$ cat src/rtl/out_uart_logger.sv
// rtl/out_uart_logger.sv - logs every change of the CPU out bus over a UART 8N1 line
// Each new value is queued and sent as a marker byte {A,00,d[9:8]} followed by d[7:0].
module out_uart_logger #(
  parameter int CLKS_PER_BIT = 16,
  parameter int DEPTH        = 8
) (
  input  logic                       clk,
  input  logic                       reset,
  input  logic [9:0]                 cpu_out,
  output logic                       tx,
  output logic                       busy,
  output logic                       overflow,
  output logic [$clog2(DEPTH+1)-1:0] fifo_level
);

  localparam int AW = $clog2(DEPTH);
  localparam int LW = $clog2(DEPTH + 1);
  localparam int TW = $clog2(CLKS_PER_BIT);
  localparam logic [TW-1:0] T_LAST = TW'(CLKS_PER_BIT - 1);
  localparam logic [LW-1:0] L_FULL = LW'(DEPTH);

  typedef enum logic [1:0] {IDLE, START, DATA, STOP} state_t;

  state_t          state;
  logic [9:0]      prev_q;
  logic [9:0]      word_q;
  logic [7:0]      sh;
  logic [TW-1:0]   timer;
  logic [2:0]      bit_idx;
  logic            byte_sel;

  logic [9:0]      mem [DEPTH];
  logic [AW-1:0]   wptr;
  logic [AW-1:0]   rptr;

  logic            push;
  logic            pop;
  logic            accept;

  assign push   = (cpu_out != prev_q);
  assign pop    = (state == IDLE) && (fifo_level != '0);
  // A pop on the same edge frees the slot the push needs, so a full FIFO still accepts.
  assign accept = push && ((fifo_level < L_FULL) || pop);

  always_ff @(posedge clk) begin
    if (accept) mem[wptr] <= cpu_out;
  end

  always_ff @(posedge clk) begin
    if (reset) begin
      prev_q     <= '0;
      wptr       <= '0;
      rptr       <= '0;
      fifo_level <= '0;
      overflow   <= 1'b0;
    end else begin
      prev_q <= cpu_out;
      if (accept) wptr <= wptr + 1'b1;
      if (pop) rptr <= rptr + 1'b1;
      if (push && !accept) overflow <= 1'b1;
      case ({accept, pop})
        2'b10:   fifo_level <= fifo_level + 1'b1;
        2'b01:   fifo_level <= fifo_level - 1'b1;
        default: fifo_level <= fifo_level;
      endcase
    end
  end

  always_ff @(posedge clk) begin
    if (reset) begin
      state    <= IDLE;
      tx       <= 1'b1;
      busy     <= 1'b0;
      word_q   <= '0;
      sh       <= '0;
      timer    <= '0;
      bit_idx  <= '0;
      byte_sel <= 1'b0;
    end else begin
      case (state)
        IDLE: begin
          tx <= 1'b1;
          if (pop) begin
            word_q   <= mem[rptr];
            sh       <= {4'hA, 2'b00, mem[rptr][9:8]};
            byte_sel <= 1'b0;
            timer    <= '0;
            tx       <= 1'b0;
            busy     <= 1'b1;
            state    <= START;
          end
        end
        START: begin
          if (timer == T_LAST) begin
            timer   <= '0;
            tx      <= sh[0];
            sh      <= {1'b0, sh[7:1]};
            bit_idx <= '0;
            state   <= DATA;
          end else begin
            timer <= timer + 1'b1;
          end
        end
        DATA: begin
          if (timer == T_LAST) begin
            timer <= '0;
            if (bit_idx == 3'd7) begin
              tx    <= 1'b1;
              state <= STOP;
            end else begin
              tx      <= sh[0];
              sh      <= {1'b0, sh[7:1]};
              bit_idx <= bit_idx + 1'b1;
            end
          end else begin
            timer <= timer + 1'b1;
          end
        end
        STOP: begin
          if (timer == T_LAST) begin
            timer <= '0;
            if (!byte_sel) begin
              // Low byte follows the marker byte with no idle gap.
              byte_sel <= 1'b1;
              sh       <= word_q[7:0];
              tx       <= 1'b0;
              state    <= START;
            end else begin
              busy  <= 1'b0;
              state <= IDLE;
            end
          end else begin
            timer <= timer + 1'b1;
          end
        end
        default: begin
          tx    <= 1'b1;
          busy  <= 1'b0;
          state <= IDLE;
        end
      endcase
    end
  end

endmodule

$ cat config.mk
export PLATFORM = sky130hd
export DESIGN_NAME = out_uart_logger
export DESIGN_NICKNAME = d
export VERILOG_FILES = /design/src/rtl/out_uart_logger.sv
export SDC_FILE = /design/constraint.sdc
export NUM_CORES = 1
export LEC_CHECK = 0
export ABC_AREA = 0
export CAP_MARGIN = 20
export CORE_ASPECT_RATIO = 0.9
export CORE_MARGIN = 1
export CORE_UTILIZATION = 60
export CTS_BUF_LIST = sky130_fd_sc_hd__clkbuf_4 sky130_fd_sc_hd__clkbuf_8
export CTS_CLUSTER_DIAMETER = 60
export DETAILED_ROUTE_END_ITERATION = 8
export PLACE_DENSITY = 0.78
export SLEW_MARGIN = 20
export SYNTH_ARGS = -nofsm -noshare
export SYNTH_HDL_FRONTEND = slang
export SYNTH_SLANG_ARGS = --single-unit
$ cat constraint.sdc
create_clock -name clk -period 6.44 [get_ports clk]
set_input_delay 0.644 -clock clk [delete_from_list [all_inputs] [get_ports clk]]
set_output_delay 0.644 -clock clk [all_outputs]
set_load 0.02 [all_outputs]
== After elaboration in Yosys (flattened, before gate mapping) ==
Memories as Yosys holds them, arrays and structs flattened. A register that Yosys moved wholly into a read port is not among the register bits.
Index checks and enable logic that the tools add are counted.
Operators by class
  add/sub/neg operators: 6
  $lt $le $gt $ge: 1
  equality and inequality tests: 16
  muxes and demuxes: 40
  reduce and logical (&&, ||, !) cells: 18
Operators with widths (count)
  $mux 8: 6
  $pmux 8 s4: 1
  $ne 2x2->1 const B: 8
  $pmux 4 s2: 2
  $mux 3: 5
  $mux 1: 14
  $reduce_and 4->1: 3
  $mux 2: 5
  $ne 10x10->1: 1
  $add 3x1->3 const B: 3
  $add 4x1->4 const B: 2
  $mux 4: 2
  $pmux 2 s4: 1
  $eq 2x2->1 const B: 3
  $pmux 3 s2: 1
  $reduce_and 6->1: 1
  $reduce_bool 2->1: 3
  $reduce_and 5->1: 1
  $eq 2x1->1 const B: 2
  $eq 4x4->1 const B: 1
  $lt 4x4->1 const B: 1
  $pmux 1 s2: 2
  $pmux 1 s4: 1
  $reduce_bool 4->1: 1
  9 further kinds: 11
Storage, ports and cells
  bits in registers: 49
  memory bits (writable): 80
  input port bits: 12
  output and inout bits: 7
  logic and storage cells: 95
  memories: 1
Memories
  mem: depth 8, width 10, read ports 1, clocked after memory_dff 1, wr ports 1, RTL line 32  | logic [9:0] mem [DEPTH];

== Longest topological paths before layout ==
Gate-level depths: netlist of the first run.
  word-level depth: 6
  gate-level depth with buffers: 12
  depth with buffers taken out: 11

== Least setup slack after synthesis of the first run ==
No wires, ideal clock.
  path kind: reg2reg
  start: register state[0]
  end: memory mem[2][0] (enable)
  library setup time: 407 ps
  arrival time: 2325 ps
  data required time: 6033 ps
  slack: 3707 ps
  cell stages (with the launch flop): 7
  buffers on the path: 1
  period minus slack after synthesis: 2733 ps
  cell sequence: dfxtp_1 inv_1 ha_1 buf_2 nand2b_1 o31ai_4 nor4b_1
Between the ends
  longest elaborated chain between the ends: 6
Ends and longest elaborated chain
  start, declared: RTL line 24  | state_t state;
  start signal, assigned: RTL line 71  | state <= IDLE;
  start signal, assigned: RTL line 90  | state <= START;
  start signal, assigned: RTL line 99  | state <= DATA;
  $logic_not 2->1: RTL line 41  | assign pop = (state == IDLE) && (fifo_level != '0);
  $logic_and 1x1->1: RTL line 41
  $logic_or 1x1->1: RTL line 43  | assign accept = push && ((fifo_level < L_FULL) || pop);
  $logic_and 1x1->1: RTL line 43
  $mux 1: RTL line 46  | if (accept) mem[wptr] <= cpu_out;
  $mux 1 (implied by the code): RTL line 46
  end, declared: RTL line 32
No other way between the ends.

== Worst setup path in the final report of the first run ==
  start: input cpu_out[1]
  end: register fifo_level[2]
Between the ends
  longest elaborated chain between the ends: 4
  elaborated cells on any way between the ends: 6
  classes of those cells: 3 x eq/ne; 1 x mux; 2 x reduce/logical
Ends and longest elaborated chain
  start, declared: RTL line 9  | input logic [9:0] cpu_out,
  $ne 10x10->1 (*): RTL line 40  | assign push = (cpu_out != prev_q);
  $logic_and 1x1->1 (*): RTL line 43
  $eq 2x1->1 / $eq 2x2->1 (equally long branches): RTL line 61  | case ({accept, pop})
  $pmux 4 s2 / $reduce_bool 2->1 (equally long branches)
  end signal, assigned: RTL line 62  | 2'b10: fifo_level <= fifo_level + 1'b1;
  end signal, assigned: RTL line 63  | 2'b01: fifo_level <= fifo_level - 1'b1;
  end signal, assigned: RTL line 64  | default: fifo_level <= fifo_level;
  end, declared: RTL line 13  | output logic [$clog2(DEPTH+1)-1:0] fifo_level
Mark *: on every way between the ends. The rest lies on a longest branch, timed or not.
A chain may end at the register's enable or synchronous reset.

==> impl_summary.txt, run 1 <==
----------------------------------------------------
[Run status]
  Result of the run ... complete, no violations

[Clock tree]
  H-tree depth ... 4
  Number of CTS-inserted buffers ... 17
  Clock Tree Root ... sky130_fd_sc_hd__clkbuf_8
  Hold_buf cts ... 0
  Reg clk slew, reported paths ... 0.08 ns
  Clock sinks ... 132
  Longest Clk Path Bufs ... 2
  # Post-CTS Setup Buffers ... 0
  CTS-repair resized insts ... 0
  Clock latency of the later-clocked register in the worst-skew pair ... 0.44 ns
  Clock tree from TritonCTS ... yes

[Detailed routing]
  Overall via count from detail_route ... 3382
  Vias per std cell ... 6.09
  Count of unresolved DRC violations after routing ... 0
  Post-route antenna net violation count ... 0
  Drt pass-1 iters ... 4
  WL per Instance ... 19.9 um
  WL final ... 11000 um
  DRT iter0 DRCs ... 278

[Synth]
  Share of the synthesized area in the top cell type ... 42.2%
  Post-synthesis sequential area ratio ... 60.5%
  Synthesized net count ... 425
  Most area-consuming cells after synthesis ... sky130_fd_sc_hd__edfxtp_1 (42%), sky130_fd_sc_hd__dfxtp_1 (18%), sky130_fd_sc_hd__mux4_2 (4.3%), sky130_fd_sc_hd__mux4_1 (4.2%), sky130_fd_sc_hd__ha_1 (2.9%)
  Top cell type by total area after synthesis ... sky130_fd_sc_hd__edfxtp_1
  Area share of xor/xnor cells in the synthesized design ... 2.44%
  Unique masters post-synth ... 58
  Portion of netlist area occupied by mux cells ... 10.8%
  Post-synthesis simple-gate area fraction ... 10.5%
  Synthesized area per cell ... 14.2 um^2
  Number of instances in the synthesized netlist ... 400
  Netlist area before placement ... 5700 um^2
  Share of synthesized cell area in full adder, half adder and majority cells ... 2.86%
  Number of enable flip-flop cells after synthesis ... 80
  Async set or reset register ratio after synthesis ... 0%
  Warnings from Yosys ... 0
  Synth Area in Compound Gates ... 9.75%
  Number of flip-flops and latches in the synthesized netlist ... 132
  Largest family of logic cells by synthesized area ... multiplexers
  Commonest register cell after synthesis ... sky130_fd_sc_hd__edfxtp_1

[Place]
  RD Place Congestion ... 0.771
  Post-detail-place hpwl ... 6860 um
  Post-Place Cells ... 523
  Number of input and output port buffers inserted ... 18

[Die]
  Effective utilization at floorplan ... 62.1%
  Standard-cell row count ... 33
  Area enclosed by the die boundary ... 9890 um^2
  Die outline width ... 105 um
  Number of top-level pins ... 19
  Area of the placeable core ... 9170 um^2
  Die H ... 94.4 um

[Layout]
  Non-filler cells in the finished layout ... 555
  Nets ... 445
  Fraction of layout instances using a drive strength above 1 ... 15.7%
  Growth of design area from synthesis to finish ... 12.3%
  Antenna diodes ... 0
  End-of-flow core utilization ... 69.8%

[STA]
  Hold Worst Slack ... 0.483 ns
  RSZ-0062 raised after global routing ... no
  Number of pins exceeding their max-slew limit in the final report ... 0
  Post-route clock period utilization ... 54.6%
  Normalized max-slew margin ... 30.5%
  Final setup violation count ... 0
  Final Skew ... 0.0105 ns
  Peak clock frequency supported by timing ... 0.284 GHz
  Worst-Margin Slew ... 1.03 ns
  Post-route setup TNS ... 0 ns
  Final hold viol count ... 0
  Final critical delay including setup and external delays ... 3.52 ns

[Setup path]
  Critical Path AT ... 3.88 ns
  Critical Path End Type ... flop
  Critical path class ... in2reg
  Data required time at the worst endpoint ... 6.81 ns
  Crit path launch type ... input pin
  Max FO, Critical Path ... 10

[Global route]
  Maximum number of pins on one net before global-route repair ... 58
  Via count of the first global-routing pass ... 3397
  Total congestion overflow ... 0
  All-Layer GR Usage ... 24.9%
  Global-route wire length before repair ... 17900 um
  Initial antenna violation count ... 0

[Power and ir drop]
  Highest ir drop seen on vdd ... 0.240 mV
  Power per cell area ... 433 nW/um^2
  Leak ... 2.16 nW

[Worst hold path]
  Worst min-delay path category ... reg2reg

[Run]
  Max-cap violations ... 0

----------------------------------------------------
==> where the power goes <==
part           switching [mW]  total, mW  internal (mW)
registers               0.124       1.21           1.09
clock network           0.342      0.700          0.358
logic                   0.503      0.852          0.350
total                   0.969       2.77           1.80
==> path summary, 6_finish.rpt <==
check        startpoint             to  slack (ns)  depth (start not counted)
min            overflow       overflow        0.48                          2
max reg2reg   prev_q[1]  fifo_level[2]        3.45                         10
min reg2reg    overflow       overflow        0.48                          2
max          cpu_out[1]  fifo_level[2]        2.92                         11
==> sequential cells by signal (all words and copies together), names as in the netlist, 4 cells and up, named ones only <==
| name | count |
|---|---|
| prev_q | 10 |
| fifo_level | 4 |
| word_q | 8 |
| sh | 8 |
| timer | 4 |
| mem | 80 |
==> per-layer routing <==
metal  share of wire [%]  GRT usage, %  vias up
met2                  48          38.5       96
met4                 1.7          12.0        0
met3                 4.6          5.80       15
met5                   0             0        -
met1                  46          33.9     1676
li1                    -             -     1595
==> kinds of logic after synthesis <==
group	Yosys count
flops	132
simple gates	100
compound gates	75
mux	33
buf+inv	32
xor+xnor	15
fa+ha+maj	13
==> synth_stat cells, types with 3 or more instances <==
| cell type | number |
|---|---|
| sky130_fd_sc_hd__a211oi_1 | 11 |
| sky130_fd_sc_hd__a21oi_1 | 20 |
| sky130_fd_sc_hd__a221oi_1 | 3 |
| sky130_fd_sc_hd__a22o_1 | 5 |
| sky130_fd_sc_hd__a22oi_1 | 3 |
| sky130_fd_sc_hd__buf_2 | 7 |
| sky130_fd_sc_hd__buf_6 | 5 |
| sky130_fd_sc_hd__clkbuf_1 | 7 |
| sky130_fd_sc_hd__dfxtp_1 | 52 |
| sky130_fd_sc_hd__edfxtp_1 | 80 |
| sky130_fd_sc_hd__ha_1 | 13 |
| sky130_fd_sc_hd__inv_1 | 8 |
| sky130_fd_sc_hd__mux2i_1 | 13 |
| sky130_fd_sc_hd__mux4_1 | 9 |
| sky130_fd_sc_hd__mux4_2 | 11 |
| sky130_fd_sc_hd__nand2_1 | 11 |
| sky130_fd_sc_hd__nand2b_1 | 5 |
| sky130_fd_sc_hd__nand3_1 | 7 |
| sky130_fd_sc_hd__nand4_1 | 6 |
| sky130_fd_sc_hd__nor2_1 | 24 |
| sky130_fd_sc_hd__nor2b_1 | 15 |
| sky130_fd_sc_hd__nor3_1 | 5 |
| sky130_fd_sc_hd__nor4_1 | 4 |
| sky130_fd_sc_hd__nor4b_1 | 6 |
| sky130_fd_sc_hd__o21ai_0 | 15 |
| sky130_fd_sc_hd__o21bai_1 | 3 |
| sky130_fd_sc_hd__xnor2_1 | 11 |
| sky130_fd_sc_hd__xor2_1 | 3 |
==> final cells by class <==
type / instances / area (um^2)
clock buffers: 18 / 248
repair buffers: 24 / 220
well taps: 122 / 153
inverters: 9 / 33.8
flip-flops and latches: 132 / 3440
clock inverters: 14 / 154
multi-input cells: 236 / 2140
fillers: 645 / 2770
==> through the flow <==
stage | power [mW] | instance area [um^2] | setup slack [ns]
floorplan | 1.83 | 5700 | 3.71
global placement | 2.04 | 5990 | 2.62
detailed placement | 2.07 | 5990 | 2.45
CTS | 2.77 | 6390 | 2.95
global route | 2.91 | 6390 | 2.63
finish | 2.77 | 6390 | 2.92
==> critical path: stages <==
cell and delay (ns):
sky130_fd_sc_hd__clkdlybuf4s50_1 0.57, sky130_fd_sc_hd__xnor2_1 0.30, sky130_fd_sc_hd__nand4_2 0.26, sky130_fd_sc_hd__o31ai_4 0.73, sky130_fd_sc_hd__ha_1 0.38, sky130_fd_sc_hd__xor2_1 0.17
sky130_fd_sc_hd__ha_1 0.16, sky130_fd_sc_hd__a21oi_1 0.05, sky130_fd_sc_hd__xor2_1 0.17, sky130_fd_sc_hd__or3_1 0.30, sky130_fd_sc_hd__a21oi_1 0.15
==> layout by cell type, fill, tap and decap left out, drive strengths merged, types with 4 or more instances in the layout <==
cell type | netlist | routed
edfxtp | 80 | 80
nand2 | 12 | 12
mux4 | 20 | 20
ha | 13 | 13
xor2 | 4 | 4
a21oi | 20 | 20
dfxtp | 52 | 52
clkbuf | 8 | 18
nand2b | 5 | 5
nor2b | 15 | 15
o21ai | 15 | 15
nand4 | 8 | 8
nor4b | 6 | 6
nor4 | 5 | 5
a211oi | 11 | 11
clkdlybuf4s50 | 0 | 17
nor2 | 25 | 25
nand3 | 7 | 7
inv | 9 | 12
mux2i | 13 | 13
clkinv | 0 | 6
nor3 | 5 | 5
buf | 15 | 7
xnor2 | 11 | 11
a22o | 5 | 5
No activity file was read; power rests on OpenSTA's default activity.
==> run 2, diff against run 1 <==
CORE_UTILIZATION = 57   (was 60)
clock period = 3.1 ns   (was 6.44 ns; I/O delays follow)
==> impl_summary.txt, run 2 (synthesized netlist as in run 1, its figures left out) <==
----------------------------------------------------
[Die]
  Die H ... 96.8 um (was 94.4 um)
  Standard-cell row count ... 34 (was 33)
  Area of the placeable core ... 9700 um^2 (was 9170 um^2)
  Number of top-level pins ... 19 (unchanged)
  Area enclosed by the die boundary ... 10400 um^2 (was 9890 um^2)
  Effective utilization at floorplan ... 58.7% (was 62.1%)
  Die outline width ... 107 um (was 105 um)

[Clock tree]
  Clock Tree Root ... sky130_fd_sc_hd__clkbuf_8 (unchanged)
  H-tree depth ... 4 (unchanged)
  Longest Clk Path Bufs ... 2 (unchanged)
  Reg clk slew, reported paths ... 0.09 ns (was 0.08 ns)
  Clock tree from TritonCTS ... yes (unchanged)
  Clock sinks ... 132 (unchanged)
  CTS-repair resized insts ... 0 (unchanged)
  Hold_buf cts ... 0 (unchanged)
  # Post-CTS Setup Buffers ... 0 (unchanged)
  Number of CTS-inserted buffers ... 17 (unchanged)
  Clock latency of the later-clocked register in the worst-skew pair ... 0.43 ns (was 0.44 ns)

[Setup path]
  Worst reg2reg startpoint ... state[0] (was prev_q[1])
  Slack of the worst reg-to-reg path ... 0.54 ns (was 3.45 ns)
  Crit path launch type ... flop (was input pin)
  R2R depth ... 10 (unchanged)
  Critical Path AT ... 2.91 ns (was 3.88 ns)
  Critical path class ... reg2reg (was in2reg)
  Critical Path End Type ... flop (unchanged)
  Max FO, Critical Path ... 9 (was 10)
  Data required time at the worst endpoint ... 3.45 ns (was 6.81 ns)
  Terminus of the critical flop-to-flop path ... fifo_level[3] (was fifo_level[2])

[Power and ir drop]
  Pint ... 3.82 mW (was 1.80 mW)
  Clock share of power ... 25.2% (was 25.3%)
  Relative contribution of combinational cells to total power ... 31.6% (was 30.8%)
  Sequential share of power ... 43.2% (was 43.9%)
  Leak ... 2.26 nW (was 2.16 nW)
  Highest ir drop seen on vdd ... 0.469 mV (was 0.240 mV)
  Total power of the final layout ... 5.77 mW (was 2.77 mW)
  Power per cell area ... 884 nW/um^2 (was 433 nW/um^2)
  Switching power as a share of total power ... 33.8% (was 35.0%)
  Power dissipated by switching net loads ... 1.95 mW (was 0.969 mW)

[Detailed routing]
  Post-route antenna net violation count ... 0 (unchanged)
  Drt pass-1 iters ... 5 (was 4)
  WL final ... 11200 um (was 11000 um)
  WL per Instance ... 19.4 um (was 19.9 um)
  Vias per std cell ... 6.05 (was 6.09)
  Overall via count from detail_route ... 3504 (was 3382)
  Count of unresolved DRC violations after routing ... 0 (unchanged)
  DRT iter0 DRCs ... 341 (was 278)

[Layout]
  Most frequent cells in the layout ... sky130_fd_sc_hd__edfxtp_1 (80), sky130_fd_sc_hd__dfxtp_1 (52), sky130_fd_sc_hd__buf_4 (26) (was sky130_fd_sc_hd__edfxtp_1 (80), sky130_fd_sc_hd__dfxtp_1 (52), sky130_fd_sc_hd__nor2_1 (24))
  Antenna diodes ... 0 (unchanged)
  Fillers ... 688 (was 645)
  Leading registers by flop count ... mem: 80 flops, prev_q: 10 flops (unchanged)
  Nets ... 465 (was 445)
  Most flops, register ... mem (unchanged)
  Fraction of layout instances using a drive strength above 1 ... 19.4% (was 15.7%)
  FF+latch area ... 3440 um^2 (unchanged)
  End-of-flow core utilization ... 67.4% (was 69.8%)
  Area of the multi-input gates ... 2120 um^2 (was 2140 um^2)
  Cell area after layout ... 6530 um^2 (was 6390 um^2)
  Growth of design area from synthesis to finish ... 14.7% (was 12.3%)
  Largest register FFs ... 80 (unchanged)
  Commonest non-fill, non-tap cell in the layout ... sky130_fd_sc_hd__edfxtp_1 (unchanged)

[Worst hold path]
  Worst hold path endpoint ... overflow (unchanged)
  Worst min-delay path category ... reg2reg (unchanged)
  Hold Path Depth ... 2 (unchanged)
  Hold wc startpoint ... overflow (unchanged)

[Global route]
  Total congestion overflow ... 0 (unchanged)
  Global-route wire length before repair ... 18000 um (was 17900 um)
  Via count of the first global-routing pass ... 3450 (was 3397)
  Maximum number of pins on one net before global-route repair ... 43 (was 58)
  Met3 global-route usage ... 6.06% (was 5.80%)
  All-Layer GR Usage ... 23.8% (was 24.9%)
  Layer with the highest usage ... met2 (unchanged)
  Global-route track usage on met1 ... 32.9% (was 33.9%)
  Initial antenna violation count ... 0 (unchanged)
  GR Layer Usage met2 ... 36.4% (was 38.5%)

[Run]
  Max-cap violations ... 0 (unchanged)

[STA]
  Final critical delay including setup and external delays ... 2.56 ns
  Normalized max-slew margin ... 46.3% (was 30.5%)
  Final setup violation count ... 0 (unchanged)
  Worst-Margin Slew ... 0.805 ns (was 1.03 ns)
  Post-route clock period utilization ... 82.5%
  Peak clock frequency supported by timing ... 0.391 GHz
  Post-route setup TNS ... 0 ns (unchanged)
  Final hold viol count ... 0 (unchanged)
  Hold Worst Slack ... 0.448 ns (was 0.483 ns)
  RSZ-0062 raised after global routing ... no (unchanged)
  Final Skew ... 0.0184 ns (was 0.0105 ns)
  Number of pins exceeding their max-slew limit in the final report ... 0 (unchanged)

[Place]
  Number of input and output port buffers inserted ... 18 (unchanged)
  Post-detail-place hpwl ... 7420 um (was 6860 um)
  Area of placed instances ... 6130 um^2 (was 5990 um^2)
  RD Place Congestion ... 0.781 (was 0.771)

[Run status]
  Result of the run ... complete, no violations (unchanged)

----------------------------------------------------
[run 2: cell types whose count changed in the layout (fill, tap and decap cells not counted)]
cell / before / now
sky130_fd_sc_hd__inv_4: 0 / 3
sky130_fd_sc_hd__inv_6: 3 / 2
sky130_fd_sc_hd__nor4b_2: 1 / 3
sky130_fd_sc_hd__buf_4: 6 / 26
sky130_fd_sc_hd__nor4b_4: 3 / 1
sky130_fd_sc_hd__clkbuf_8: 18 / 19
sky130_fd_sc_hd__clkinv_2: 2 / 1
sky130_fd_sc_hd__clkinvlp_4: 3 / 0
sky130_fd_sc_hd__clkinv_4: 4 / 2
sky130_fd_sc_hd__clkbuf_4: 0 / 3
[run 2: critical path: stages, from the launching register on]
cell,delay [ns]
sky130_fd_sc_hd__dfxtp_1,0.43
sky130_fd_sc_hd__inv_1,0.11
sky130_fd_sc_hd__ha_1,0.29
sky130_fd_sc_hd__nand2b_1,0.24
sky130_fd_sc_hd__o31ai_4,0.10
sky130_fd_sc_hd__buf_4,0.24
sky130_fd_sc_hd__ha_1,0.34
sky130_fd_sc_hd__nor4b_1,0.30
sky130_fd_sc_hd__o21ai_0,0.14
sky130_fd_sc_hd__a21o_1,0.17
sky130_fd_sc_hd__a21oi_1,0.12
[run 2: layout make-up]
| type | instances | area share (%) |
|---|---|---|
| inverters | 9 | 0.517 |
| repair buffers | 44 | 5.67 |
| multi-input cells | 236 | 32.5 |
| flip-flops and latches | 132 | 52.7 |
| well taps | 126 | 2.41 |
| clock buffers | 22 | 4.35 |
| clock inverters | 10 | 1.82 |
[run 2: power by group through the flow]
stage / Sequential (mW) / Clock, mW / Combinational [mW]
2_1_floorplan: 2.45 / 0 / 1.36
3_3_place_gp: 2.50 / 0 / 1.75
3_5_place_dp: 2.53 / 0 / 1.81
4_1_cts: 2.50 / 1.47 / 1.82
5_1_grt: 2.53 / 1.55 / 1.99
6_report: 2.50 / 1.45 / 1.82
[run 2: how the worst max path moves through the flow]
stage               slack [ns]        from       endpoint  cells after the start
detailed placement        0.13  cpu_out[9]  fifo_level[3]                     10
CTS                       0.53    state[0]  fifo_level[3]                     10
global placement          0.23  cpu_out[9]  fifo_level[3]                     10
floorplan                 0.37    state[0]      mem[2][0]                      6
global route              0.32    state[0]  fifo_level[3]                     10
finish                    0.54    state[0]  fifo_level[3]                     10
[run 2: per-layer routing]
metal	vias up	part of all wire [%]
li1	1630	-
met1	1732	44
met2	128	48
met3	14	6.7
met4	0	1.0
met5	-	0
[run 2: metrics by stage]
step	cells	setup WS, ns
2_1_floorplan	400	0.367
3_3_place_gp	547	0.232
3_5_place_dp	547	0.126
4_1_cts	579	0.528
5_1_grt	579	0.322
6_report	579	0.544
